`src/rtl/carry_resolve_buffer_pkg.sv`:
```
// Shared types and constants for the entropy encoder carry-resolve stage:
// FSM encoding, fill pattern selects and the lane word field layout.
package entropy_encoder_pkg;

    typedef enum logic [1:0] {
        ST_RUN   = 2'd0,
        ST_FLUSH = 2'd1,
        ST_FINAL = 2'd2
    } crb_state_e;

    // Fill pattern select: the run of pending 0xFF bytes is emitted either as
    // all-zero (a carry rippled through it) or all-ones (no carry arrived).
    localparam logic FILL_ZERO = 1'b0;
    localparam logic FILL_ONES = 1'b1;

    // Lane word layout: byte in the low bits, carry flag directly above it.
    localparam int LANE_BYTE_LSB   = 0;
    localparam int LANE_CARRY_BITS = 1;

    function automatic int lane_field_width(input int byte_width);
        return byte_width + LANE_CARRY_BITS;
    endfunction

endpackage

```
`src/rtl/carry_resolve_buffer_if.sv`:
```
// Input-beat and output-byte bus of the carry-resolve buffer; master is the
// producer/consumer side, slave is the buffer itself.
interface carry_resolve_buffer_if #(
    parameter int IN_LANES          = 2,
    parameter int INPUT_DATA_WIDTH  = 16,
    parameter int OUTPUT_DATA_WIDTH = 8
);
    localparam int CNT_W = $clog2(IN_LANES + 1);

    // Handshake: a transfer happens on a clock edge where valid && ready are
    // both high; valid and its payload stay stable until that edge, and ready
    // never depends combinationally on valid of the same channel.
    logic                                 in_valid;
    logic                                 in_ready;
    logic [CNT_W-1:0]                     in_count;
    logic [IN_LANES*INPUT_DATA_WIDTH-1:0] in_words;
    logic                                 in_final;
    logic                                 out_valid;
    logic                                 out_ready;
    logic [OUTPUT_DATA_WIDTH-1:0]         out_byte;
    logic                                 out_last;

    modport master (
        output in_valid, in_count, in_words, in_final, out_ready,
        input  in_ready, out_valid, out_byte, out_last
    );

    modport slave (
        input  in_valid, in_count, in_words, in_final, out_ready,
        output in_ready, out_valid, out_byte, out_last
    );

endinterface

```
`src/rtl/carry_byte_fifo.sv`:
```
// Synchronous FIFO for resolved bytes; push is accepted when full if a pop
// happens in the same cycle. Head holds the last popped entry while empty.
module carry_byte_fifo #(
    parameter int WIDTH = 9,
    parameter int DEPTH = 8
) (
    input  logic             clk_i,
    input  logic             rst_ni,
    input  logic             push_i,
    input  logic [WIDTH-1:0] push_data_i,
    input  logic             pop_i,
    output logic [WIDTH-1:0] pop_data_o,
    output logic             full_o,
    output logic             empty_o
);
    localparam int AW = $clog2(DEPTH);
    localparam logic [AW:0] FULL_CNT = (AW + 1)'(DEPTH);

    logic [WIDTH-1:0] mem_q [DEPTH];
    logic [AW-1:0]    wr_ptr_q;
    logic [AW-1:0]    rd_ptr_q;
    logic [AW:0]      count_q;
    logic [WIDTH-1:0] last_q;
    logic             do_push;
    logic             do_pop;

    assign empty_o    = (count_q == '0);
    assign full_o     = (count_q == FULL_CNT);
    assign do_pop     = pop_i && !empty_o;
    assign do_push    = push_i && (!full_o || do_pop);
    assign pop_data_o = empty_o ? last_q : mem_q[rd_ptr_q];

    always_ff @(posedge clk_i) begin
        if (do_push) begin
            mem_q[wr_ptr_q] <= push_data_i;
        end
    end

    always_ff @(posedge clk_i or negedge rst_ni) begin
        if (!rst_ni) begin
            wr_ptr_q <= '0;
            rd_ptr_q <= '0;
            count_q  <= '0;
            last_q   <= '0;
        end else begin
            if (do_push) begin
                wr_ptr_q <= wr_ptr_q + 1'b1;
            end
            if (do_pop) begin
                rd_ptr_q <= rd_ptr_q + 1'b1;
                last_q   <= mem_q[rd_ptr_q];
            end
            case ({do_push, do_pop})
                2'b10:   count_q <= count_q + 1'b1;
                2'b01:   count_q <= count_q - 1'b1;
                default: count_q <= count_q;
            endcase
        end
    end

endmodule

```
`src/rtl/carry_resolve_buffer.sv`:
```
// Carry-resolve buffer: holds one byte plus a run of pending 0xFF bytes until
// the carry outcome is known, then emits them into the output FIFO.
// Optional statistics counters are built when CARRY_STATS_EN is defined.
module carry_resolve_buffer
    import entropy_encoder_pkg::*;
#(
    parameter int IN_LANES          = 2,
    parameter int INPUT_DATA_WIDTH  = 16,
    parameter int OUTPUT_DATA_WIDTH = 8,
    parameter int RUN_CNT_WIDTH     = 16,
    parameter int FIFO_DEPTH        = 8
) (
    input  logic                  top_clk,
    input  logic                  top_reset_n,
    carry_resolve_buffer_if.slave bus,
    output logic                  done,
    output logic                  busy,
    output logic [1:0]            err,
    output crb_state_e            dbg_state
`ifdef CARRY_STATS_EN
    ,
    output logic [31:0]           stat_bytes,
    output logic [15:0]           stat_carries
`endif
);
    localparam int OW    = OUTPUT_DATA_WIDTH;
    localparam int LW    = lane_field_width(OUTPUT_DATA_WIDTH);
    localparam int CNT_W = $clog2(IN_LANES + 1);
    localparam int IDX_W = (IN_LANES > 1) ? $clog2(IN_LANES) : 1;
    localparam logic [CNT_W-1:0]         LANE_ONE = CNT_W'(1);
    localparam logic [RUN_CNT_WIDTH-1:0] CNT_ONE  = RUN_CNT_WIDTH'(1);
    localparam logic [RUN_CNT_WIDTH-1:0] CNT_MAX  = '1;

    // Lane buffer: only the byte and carry fields of each word are kept.
    logic [LW-1:0]            lane_q [IN_LANES];
    logic [CNT_W-1:0]         lane_rem_q;
    logic [IDX_W-1:0]         lane_idx_q;
    logic                     final_q;

    crb_state_e               state_q;
    logic                     hold_v_q;
    logic [OW-1:0]            hold_q;
    logic [OW-1:0]            nxt_q;
    logic                     fill_ones_q;
    logic                     first_q;
    logic [RUN_CNT_WIDTH-1:0] cnt_q;
    logic                     done_q;
    logic [1:0]               err_q;

    logic [LW-1:0]            cur_lane;
    logic [OW-1:0]            cur_b;
    logic                     cur_c;
    logic                     consume;
    logic                     accept;
    logic                     pushing;
    logic                     push;
    logic                     push_end;
    logic                     push_last;
    logic [OW-1:0]            push_byte;
    logic [OW:0]              fifo_head;
    logic                     fifo_full;
    logic                     fifo_empty;
    logic                     fifo_pop;

    assign cur_lane = lane_q[lane_idx_q];
    assign cur_b    = cur_lane[LANE_BYTE_LSB +: OW];
    assign cur_c    = cur_lane[OW];

    assign consume  = (state_q == ST_RUN) && (lane_rem_q != '0);
    // Refill is possible when the buffer is idle or its last lane leaves now;
    // an accepted final beat blocks new input until the frame is done.
    assign bus.in_ready = !final_q &&
                          ((lane_rem_q == '0) || (consume && (lane_rem_q == LANE_ONE)));
    assign accept       = bus.in_valid && bus.in_ready;

    assign fifo_pop  = bus.out_ready && !fifo_empty;
    assign pushing   = (state_q == ST_FLUSH) || ((state_q == ST_FINAL) && hold_v_q);
    assign push      = pushing && (!fifo_full || fifo_pop);
    assign push_end  = first_q ? (cnt_q == '0) : (cnt_q == CNT_ONE);
    assign push_byte = first_q ? hold_q : {OW{fill_ones_q}};
    assign push_last = (state_q == ST_FINAL) && push_end;

    always_ff @(posedge top_clk or negedge top_reset_n) begin
        if (!top_reset_n) begin
            for (int k = 0; k < IN_LANES; k++) begin
                lane_q[k] <= '0;
            end
            lane_rem_q  <= '0;
            lane_idx_q  <= '0;
            final_q     <= 1'b0;
            state_q     <= ST_RUN;
            hold_v_q    <= 1'b0;
            hold_q      <= '0;
            nxt_q       <= '0;
            fill_ones_q <= FILL_ZERO;
            first_q     <= 1'b0;
            cnt_q       <= '0;
            done_q      <= 1'b0;
            err_q       <= 2'b00;
        end else begin
            done_q <= 1'b0;
            case (state_q)
                ST_RUN: begin
                    if (consume) begin
                        lane_rem_q <= lane_rem_q - LANE_ONE;
                        lane_idx_q <= lane_idx_q + 1'b1;
                        if (!hold_v_q) begin
                            hold_q   <= cur_b;
                            hold_v_q <= 1'b1;
                            if (cur_c) begin
                                err_q[1] <= 1'b1;
                            end
                        end else if (cur_c) begin
                            // Carry lands on the held byte; the 0xFF run wraps to 0x00.
                            hold_q      <= hold_q + 1'b1;
                            fill_ones_q <= FILL_ZERO;
                            nxt_q       <= cur_b;
                            first_q     <= 1'b1;
                            state_q     <= ST_FLUSH;
                        end else if (&cur_b) begin
                            if (cnt_q == CNT_MAX) begin
                                err_q[0] <= 1'b1;
                            end else begin
                                cnt_q <= cnt_q + CNT_ONE;
                            end
                        end else begin
                            fill_ones_q <= FILL_ONES;
                            nxt_q       <= cur_b;
                            first_q     <= 1'b1;
                            state_q     <= ST_FLUSH;
                        end
                    end else if (final_q) begin
                        fill_ones_q <= FILL_ONES;
                        first_q     <= 1'b1;
                        state_q     <= ST_FINAL;
                    end
                end
                ST_FLUSH, ST_FINAL: begin
                    if ((state_q == ST_FINAL) && !hold_v_q) begin
                        done_q  <= 1'b1;
                        final_q <= 1'b0;
                        cnt_q   <= '0;
                        state_q <= ST_RUN;
                    end else if (push) begin
                        first_q <= 1'b0;
                        if (!first_q) begin
                            cnt_q <= cnt_q - CNT_ONE;
                        end
                        if (push_end) begin
                            cnt_q   <= '0;
                            state_q <= ST_RUN;
                            if (state_q == ST_FLUSH) begin
                                hold_q <= nxt_q;
                            end else begin
                                hold_v_q <= 1'b0;
                                final_q  <= 1'b0;
                                done_q   <= 1'b1;
                            end
                        end
                    end
                end
                default: state_q <= ST_RUN;
            endcase
            if (accept) begin
                for (int k = 0; k < IN_LANES; k++) begin
                    lane_q[k] <= bus.in_words[k*INPUT_DATA_WIDTH +: LW];
                end
                lane_rem_q <= bus.in_count;
                lane_idx_q <= '0;
                if (bus.in_final) begin
                    final_q <= 1'b1;
                end
            end
        end
    end

    carry_byte_fifo #(
        .WIDTH (OW + 1),
        .DEPTH (FIFO_DEPTH)
    ) u_fifo (
        .clk_i       (top_clk),
        .rst_ni      (top_reset_n),
        .push_i      (push),
        .push_data_i ({push_last, push_byte}),
        .pop_i       (bus.out_ready),
        .pop_data_o  (fifo_head),
        .full_o      (fifo_full),
        .empty_o     (fifo_empty)
    );

    assign bus.out_valid = !fifo_empty;
    assign bus.out_byte  = fifo_head[OW-1:0];
    assign bus.out_last  = fifo_head[OW];

    assign done      = done_q;
    assign err       = err_q;
    assign dbg_state = state_q;
    assign busy      = (lane_rem_q != '0) || final_q || hold_v_q || (state_q != ST_RUN);

`ifdef CARRY_STATS_EN
    logic [31:0] stat_bytes_q;
    logic [15:0] stat_carries_q;

    always_ff @(posedge top_clk or negedge top_reset_n) begin
        if (!top_reset_n) begin
            stat_bytes_q   <= '0;
            stat_carries_q <= '0;
        end else begin
            if (push && (stat_bytes_q != '1)) begin
                stat_bytes_q <= stat_bytes_q + 1'b1;
            end
            if (consume && hold_v_q && cur_c && (stat_carries_q != '1)) begin
                stat_carries_q <= stat_carries_q + 1'b1;
            end
        end
    end

    assign stat_bytes   = stat_bytes_q;
    assign stat_carries = stat_carries_q;
`endif

endmodule

```
`src/flat_wrapper.sv`:
```
// flat-port wrapper written by rule: the top's interface ports become plain ports
module carry_resolve_buffer_flat import entropy_encoder_pkg::*;
#(
    parameter int IN_LANES          = 2,
    parameter int INPUT_DATA_WIDTH  = 16,
    parameter int OUTPUT_DATA_WIDTH = 8,
    parameter int RUN_CNT_WIDTH     = 16,
    parameter int FIFO_DEPTH        = 8
)
  (top_clk, top_reset_n, done, busy, err, dbg_state, bus_in_valid, bus_in_count, bus_in_words, bus_in_final, bus_out_ready, bus_in_ready, bus_out_valid, bus_out_byte, bus_out_last);
  carry_resolve_buffer_if #(.IN_LANES(IN_LANES), .INPUT_DATA_WIDTH(INPUT_DATA_WIDTH), .OUTPUT_DATA_WIDTH(OUTPUT_DATA_WIDTH)) bus_i ();
  input  logic top_clk;
  input  logic top_reset_n;
  output logic done;
  output logic busy;
  output logic [1:0] err;
  output crb_state_e dbg_state;
  input wire logic [$bits(bus_i.in_valid)-1:0] bus_in_valid;
  input wire logic [$bits(bus_i.in_count)-1:0] bus_in_count;
  input wire logic [$bits(bus_i.in_words)-1:0] bus_in_words;
  input wire logic [$bits(bus_i.in_final)-1:0] bus_in_final;
  input wire logic [$bits(bus_i.out_ready)-1:0] bus_out_ready;
  output wire logic [$bits(bus_i.in_ready)-1:0] bus_in_ready;
  output wire logic [$bits(bus_i.out_valid)-1:0] bus_out_valid;
  output wire logic [$bits(bus_i.out_byte)-1:0] bus_out_byte;
  output wire logic [$bits(bus_i.out_last)-1:0] bus_out_last;
  assign bus_i.in_valid = bus_in_valid;
  assign bus_i.in_count = bus_in_count;
  assign bus_i.in_words = bus_in_words;
  assign bus_i.in_final = bus_in_final;
  assign bus_i.out_ready = bus_out_ready;
  assign bus_in_ready = bus_i.in_ready;
  assign bus_out_valid = bus_i.out_valid;
  assign bus_out_byte = bus_i.out_byte;
  assign bus_out_last = bus_i.out_last;
  carry_resolve_buffer #(.IN_LANES(IN_LANES), .INPUT_DATA_WIDTH(INPUT_DATA_WIDTH), .OUTPUT_DATA_WIDTH(OUTPUT_DATA_WIDTH), .RUN_CNT_WIDTH(RUN_CNT_WIDTH), .FIFO_DEPTH(FIFO_DEPTH)) u_core (.top_clk(top_clk), .top_reset_n(top_reset_n), .bus(bus_i), .done(done), .busy(busy), .err(err), .dbg_state(dbg_state));
endmodule
```
`config.mk`:
```
export PLATFORM = sky130hd
export DESIGN_NAME = carry_resolve_buffer_flat
export DESIGN_NICKNAME = d
export VERILOG_FILES = /design/src/rtl/carry_resolve_buffer_pkg.sv /design/src/rtl/carry_resolve_buffer_if.sv /design/src/rtl/carry_byte_fifo.sv /design/src/rtl/carry_resolve_buffer.sv /design/src/flat_wrapper.sv
export SDC_FILE = /design/constraint.sdc
export NUM_CORES = 1
export LEC_CHECK = 0
export BUFFER_PORTS_ARGS = -buffer_cell sky130_fd_sc_hd__buf_2
export CELL_PAD_IN_SITES_DETAIL_PLACEMENT = 1
export CELL_PAD_IN_SITES_GLOBAL_PLACEMENT = 1
export CORE_MARGIN = 2
export CORE_UTILIZATION = 28
export DETAILED_ROUTE_END_ITERATION = 6
export HOLD_SLACK_MARGIN = 0.05
export PLACE_DENSITY = 0.59
export SLEW_MARGIN = 20
export SYNTH_ARGS = -nofsm -noshare
export SYNTH_HDL_FRONTEND = slang
export SYNTH_HIERARCHICAL = 1
export SYNTH_SLANG_ARGS = --single-unit
```
`constraint.sdc`:
```
create_clock -name top_clk -period 3.76 [get_ports top_clk]
set_input_delay 0.188 -clock top_clk [delete_from_list [all_inputs] [get_ports top_clk]]
set_output_delay 0.188 -clock top_clk [all_outputs]
set_load 0.02 [all_outputs]
```
==> run_results.csv, run 1 <==
group,metric,value,unit
final_layout,final_common_cell,"dfrtp_1",
cts,cts_setup_buffers,0,
worst_setup_path,cp_cell_sequence,"inv_1 > ha_1 > a21oi_1 > a21oi_2 > buf_4 > o21a_1 > nand2_1 > nor2_1",
final_layout,nets,822,
yosys,synth_edf_count,72,
cts,cts_buffer_depth,2,
final_layout,fillers,3164,
floorplanning,initial_core_util,28.6,%
run_status,status,"finished clean",
yosys,synth_seq_cells,153,
worst_setup_path,critPathKind,"flop to flop",
placement,placed_cells,1104,
sta,relSlewSlack,40.3,%
cts,path_clk_slew,0.07,ns
final_layout,insertedDiodeCount,0,
worst_setup_path,cpPeakStageDelay,0.72,ns
final_layout,drive_above_1_share,21.2,%
sta,skew,0.0180,ns
placement,numPortBuffers,41,
sta,min_period,2.87,ns
drt,drtAntennaViolNets,0,
worst_setup_path,cp-start-kind,"flop",
drt,avgViaCountPerCell,4.91,
cts,post_cts_resized,0,
worst_setup_path,crit_family,"simple AND/OR/NAND/NOR gates",
cts,insertion_delay,0.44,ns
placement,gp_congestion,0.819,
yosys,syn-num-nets,762,
cts,root_buffer,"clkbuf_16",
cts,hold_buffers,22,
yosys,synth_top_area_cell,"edfxtp_1",
yosys,syn-cell-area,0.00799,mm2
yosys,yosysSeqAreaShare,52.5,%
floorplanning,dieHeight,173,um
sta,finalSetupViolCount,0,
global_routing,grt_max_degree,54,
power_and_ir_drop,peakVddDrop,0.326,mV
yosys,yosys_warnings,6,
final_layout,fin_cells,1158,
global_routing,grt_pass1_vias,5877,
sta,worst_pin_slew,0.892,ns
drt,routedWlPerCell,16.8,um
yosys,synth_flop_cell,"dfrtp_1",
power_and_ir_drop,switching_share,42.2,%
cts,clock_sinks,153,
floorplanning,row_count,61,
worst_setup_path,crit_path_top_delay_cell,"nor2_1",
final_layout,fin_util,33.8,%
yosys,netlist_instances,707,
sta,fmax,348,MHz
cts,cts_made_buffers,17,
floorplanning,die_x,173,um
final_layout,final_cell_mix,"dfrtp_1, nand2_1, edfxtp_1, nor2_1, mux2_2",
power_and_ir_drop,clkPwrFrac,21.3,%
sta,rsz0062_at_grt,"false",
drt,vias,5691,
job,cap_violations,0,
placement,dp_hpwl,13.5,mm
sta,finalHoldViolCount,0,
sta,fin_crit_sh,76.4,%
worst_setup_path,crit_buf_inv,2,
power_and_ir_drop,p_leak,3.66,nW
global_routing,antenna_found_initial,0,
floorplanning,die_area,0.0299,mm2
yosys,synth_top_area_share,27.1,%
power_and_ir_drop,power,0.00821,W
sta,finalMaxSlewViolations,0,
power_and_ir_drop,intPower,0.00474,W
power_and_ir_drop,seq_power_share,35.7,%
yosys,ys_async_sr_fraction,52.9,%
drt,drcViolationCount,0,
worst_setup_path,end_kind,"flop",
floorplanning,core_area,0.0279,mm2
cts,htreeDepth,4,
worst_setup_path,crit_fanout,9,
floorplanning,io_pins,56,
global_routing,grt_overflow,0,
worst_hold_path,hold_class,"primary input to flop",
global_routing,grt_use_total,13.5,%
drt,drt_wl_total,19.5,mm
drt,drtIter0Drc,365,
power_and_ir_drop,p_switching,0.00346,W
drt,first_pass_iters,4,
worst_setup_path,arrival,2.92,ns
sta,setup_tns,0,ns
final_layout,area.growth.synth_to_final,18.2,%
cts,cts_tree,"yes",
power_and_ir_drop,pwr_density_cell,869,mW/mm2
yosys,yosys-top-cells-area,"edfxtp_1, dfrtp_1, mux2_2, mux2i_1, nand2_1",
global_routing,grt_pass1_wl,32.5,mm
yosys,synth_area_per_cell,11.3,um2
yosys,synthDistinctLibCells,79,
worst_setup_path,required,3.81,ns
power_and_ir_drop,p_comb_share,42.9,%
worst reg2reg max path: cells and delay by family (launching register included):
family          cells  cell delay, ns
simple gates        2            0.84
flops               1            0.43
compound gates      3            0.58
fa+ha+maj           1            0.33
buf+inv             2            0.32
flip-flops by register name (all words and copies together), names as in the netlist:
register,flops
u_core/lane_rem_q,2
u_core/final_q,1
u_core/u_fifo/mem_q,72
u_core/nxt_q,8
u_core/u_fifo/rd_ptr_q,3
u_core/lane_q,18
u_core/lane_idx_q,1
u_core/dbg_state,2
u_core/u_fifo/last_q,9
u_core/hold_v_q,1
u_core/u_fifo/count_q,4
u_core/u_fifo/wr_ptr_q,3
u_core/fill_ones_q,1
u_core/done,1
u_core/first_q,1
u_core/cnt_q,16
u_core/err,2
u_core/hold_q,8
cell families (layout without fill, tap and decap cells):
kind of cell,count (synthesis),after routing,synth area share (%)
xor gates and xnor gates,18,18,1.97
AOI/OAI and AO/OA,164,164,14.5
adders and majority gates,16,16,2.60
muxes,80,80,10.8
DFF,153,153,52.5
buffers and inverters,62,135,3.87
and+or+nand+nor,214,214,13.8
synth_stat cells, drive strengths merged (3+ instances only):
cell,count
o31ai,6
a21oi,37
or3,4
or2,4
clkbuf,19
inv,22
ha,15
dfrtp,81
nor3,17
o21ai,46
and2,3
nand2,75
a31oi,8
o221ai,3
buf,21
nor2,46
a22oi,3
nand2b,10
and3,8
nor2b,4
o211ai,3
o22ai,10
nand3,16
a221o,9
o21a,5
nor4,9
mux2,43
xnor2,10
xor2,8
nand4,9
o41ai,8
mux2i,37
a211oi,5
and4,3
edfxtp,72
layout make-up:
class,instances,area (um2),share of cell area (%)
flip-flops and latches,153,4190,44.4
multi-input cells,492,3500,37.1
repair buffers,81,563,5.96
well taps,378,473,5.01
clock buffers,17,425,4.51
clock inverters,15,203,2.15
inverters,22,82.6,0.875
path summary, 6_finish.rpt:
path                                    startpoint                         to  slack, ns  cells past startpoint
setup / recovery               u_core/dbg_state[0]  u_core/u_fifo/mem_q[7][8]       0.89                      8
hold / removal                       bus_out_ready  u_core/u_fifo/wr_ptr_q[1]       0.29                      4
setup reg to reg               u_core/dbg_state[0]  u_core/u_fifo/mem_q[7][8]       0.89                      8
hold reg to reg            u_core/u_fifo/last_q[1]    u_core/u_fifo/last_q[1]       0.48                      2
max in group asynchronous              top_reset_n  u_core/u_fifo/wr_ptr_q[1]       2.48                      3
min in group asynchronous              top_reset_n   u_core/u_fifo/count_q[0]       0.35                      2
metrics by stage:
step | setup slack (ns) | hold slack, ns | instance area (um2)
2_1_floorplan | 0.856 | -0.108 | 7990
6_report | 0.887 | 0.285 | 9440
5_1_grt | 0.643 | 0.320 | 9440
3_5_place_dp | 0.865 | 0.306 | 8590
3_3_place_gp | 0.897 | 0.308 | 8590
4_1_cts | 0.848 | 0.270 | 9440
per-layer routing:
layer | wire [um] | GRT usage, % | share of wire, %
met5 | 0 | 0 | 0
met1 | 9840 | 19.2 | 51
met4 | 175 | 3.81 | 0.90
met2 | 8920 | 20.9 | 46
met3 | 540 | 2.64 | 2.8
power by group through the flow:
stage          clock network [W]  logic, W  registers, W
2_1_floorplan                  0   0.00274       0.00275
3_3_place_gp                   0   0.00348       0.00294
3_5_place_dp                   0   0.00356       0.00297
4_1_cts                  0.00179   0.00359       0.00293
5_1_grt                  0.00187   0.00394       0.00302
6_report                 0.00175   0.00352       0.00293
Note: power is estimated with default switching activity, not from simulation.
==> run 2: changes to the inputs <==
==> constraint.sdc (replaced) <==
create_clock -name top_clk -period 2.7 [get_ports top_clk]
set_input_delay 0.135 -clock top_clk [delete_from_list [all_inputs] [get_ports top_clk]]
set_output_delay 0.135 -clock top_clk [all_outputs]
set_load 0.02 [all_outputs]
==> run_results.csv, run 2 (same netlist as run 1, synthesis figures left out) <==
group,metric,value,unit
run_status,status,"finished clean",
cts,htreeDepth,4,
power_and_ir_drop,p_leak,3.81,nW
power_and_ir_drop,intPower,0.00684,W
power_and_ir_drop,p_switching,0.00490,W
final_layout,largest_register_ff_count,72,
floorplanning,row_count,61,
final_layout,area.growth.synth_to_final,21.7,%
sta,fin_crit_sh,94.8,%
placement,gp_congestion,0.806,
final_layout,drive_above_1_share,24.6,%
final_layout,fin_cells,1188,
worst_setup_path,cp-start-kind,"flop",
drt,first_pass_iters,4,
power_and_ir_drop,peakVddDrop,0.349,mV
cts,root_buffer,"clkbuf_16",
worst_setup_path,crit_fanout,18,
global_routing,grt_use_total,14.0,%
drt,vias,5786,
worst_setup_path,crit_path_top_delay_cell,"dfrtp_2",
global_routing,grt_pass1_vias,6085,
cts,cts_tree,"yes",
sta,worst_hold_slack,0.194,ns
power_and_ir_drop,switching_share,41.8,%
floorplanning,io_pins,56,
final_layout,final_area,0.00972,mm2
final_layout,fillers,3132,
final_layout,biggestRegsByFlops,"u_core/u_fifo/mem_q: 72 flops, u_core/lane_q: 18 flops, u_core/cnt_q: 16 flops",
cts,path_clk_slew,0.07,ns
final_layout,nets,852,
drt,drcViolationCount,0,
sta,finalSetupViolCount,0,
global_routing,grt_pass1_wl,33.5,mm
sta,finalHoldViolCount,0,
drt,drtIter0Drc,309,
cts,clock_sinks,153,
worst_setup_path,arrival,2.91,ns
sta,worst_pin_slew,0.777,ns
drt,drtAntennaViolNets,0,
final_layout,top_register,"u_core/u_fifo/mem_q",
floorplanning,initial_core_util,28.6,%
cts,insertion_delay,0.44,ns
final_layout,insertedDiodeCount,0,
power_and_ir_drop,clkPwrFrac,20.8,%
worst_setup_path,cp_cell_sequence,"or3_4 > nor2_4 > nand2b_1 > a21oi_2 > buf_4 > a21oi_1 > a211oi_4 > buf_4 > nand2_2 > mux2i_1",
cts,cts_buffer_depth,2,
global_routing,antenna_found_initial,0,
placement,numPortBuffers,41,
worst_hold_path,hold_class,"primary input to flop",
drt,drt_wl_total,20.0,mm
floorplanning,core_area,0.0279,mm2
floorplanning,die_area,0.0299,mm2
sta,setup_tns,0,ns
placement,dp_hpwl,14.1,mm
sta,min_period,2.56,ns
sta,fmax,391,MHz
final_layout,final_common_cell,"dfrtp_1",
placement,placed_area,0.00884,mm2
worst_setup_path,end_kind,"flop",
cts,cts_made_buffers,17,
worst_setup_path,cpPeakStageDelay,0.44,ns
power_and_ir_drop,seq_power_share,34.0,%
floorplanning,dieHeight,173,um
sta,skew,0.0160,ns
worst_setup_path,critPathKind,"flop to flop",
global_routing,grt_overflow,0,
drt,avgViaCountPerCell,4.87,
final_layout,final_cell_mix,"dfrtp_1, nand2_1, edfxtp_1, buf_4, nor2_1",
job,cap_violations,0,
power_and_ir_drop,p_comb_share,45.2,%
sta,finalMaxSlewViolations,0,
global_routing,grt_max_degree,49,
worst_setup_path,required,3.05,ns
power_and_ir_drop,pwr_density_cell,1210,mW/mm2
power_and_ir_drop,power,0.0117,W
floorplanning,die_x,173,um
worst_setup_path,cp_common_cell,"buf_4",
drt,routedWlPerCell,16.9,um
sta,relSlewSlack,48.0,%
placement,placed_cells,1132,
-- run 2: per-layer routing --
layer	vias to the layer above	track usage, %	wire, um
met3	11	3.25	695
met4	0	3.78	143
met5	-	0	0
li1	2801	-	-
met1	2881	19.4	10000
met2	93	21.8	9160
-- run 2: through the flow --
stage / util (%) / worst slack [ns]
6_report: 34.8 / 0.140
5_1_grt: 34.8 / -0.00371
4_1_cts: 34.7 / 0.0254
3_5_place_dp: 31.7 / 0.0995
3_3_place_gp: 31.7 / 0.0974
2_1_floorplan: - / -0.102
-- run 2: cell type report --
class | count | area (um2) | share of cell area (%)
timing repair buffer | 111 | 826 | 8.49
clock buffer | 17 | 425 | 4.38
sequential | 153 | 4190 | 43.1
clock inverter | 15 | 196 | 2.02
multi-input combinational | 492 | 3530 | 36.3
inverter | 22 | 82.6 | 0.849
tap | 378 | 473 | 4.86
-- run 2: timing repair --
action	CTS	global route
resized for setup	0	6
setup endpoints to repair	0	9
hold endpoints to repair	68	0
hold buffers	22	0
buffers inserted	0	2
-- run 2: worst paths after layout --
kind                                           endpoint  cells past startpoint                startpoint  slack [ns]
worst max-delay path                    u_core/cnt_q[0]                     10  u_core/u_fifo/count_q[0]        0.14
worst min-delay path               u_core/lane_rem_q[1]                      3              bus_in_valid        0.19
worst max register to register          u_core/cnt_q[0]                     10  u_core/u_fifo/count_q[0]        0.14
worst min register to register  u_core/u_fifo/last_q[4]                      2   u_core/u_fifo/last_q[4]        0.48
max in group asynchronous              u_core/hold_q[7]                      3               top_reset_n        1.76
min in group asynchronous              u_core/cnt_q[10]                      2               top_reset_n        0.30
-- run 2: power groups by stage --
stage	combinational, W	sequential [W]	clock (W)
2_1_floorplan	0.00382	0.00384	0
3_3_place_gp	0.00517	0.00401	0
3_5_place_dp	0.00529	0.00404	0
4_1_cts	0.00532	0.00400	0.00251
5_1_grt	0.00594	0.00410	0.00259
6_report	0.00531	0.00399	0.00244
-- run 2: critical path: cells and delay by family (launching register included) --
| family | cells | cell delay [ns] |
|---|---|---|
| AND/OR/NAND/NOR | 4 | 0.91 |
| buffers and inverters | 2 | 0.44 |
| AO/OA/AOI/OAI | 3 | 0.48 |
| multiplexers | 1 | 0.23 |
| flip-flops | 1 | 0.44 |
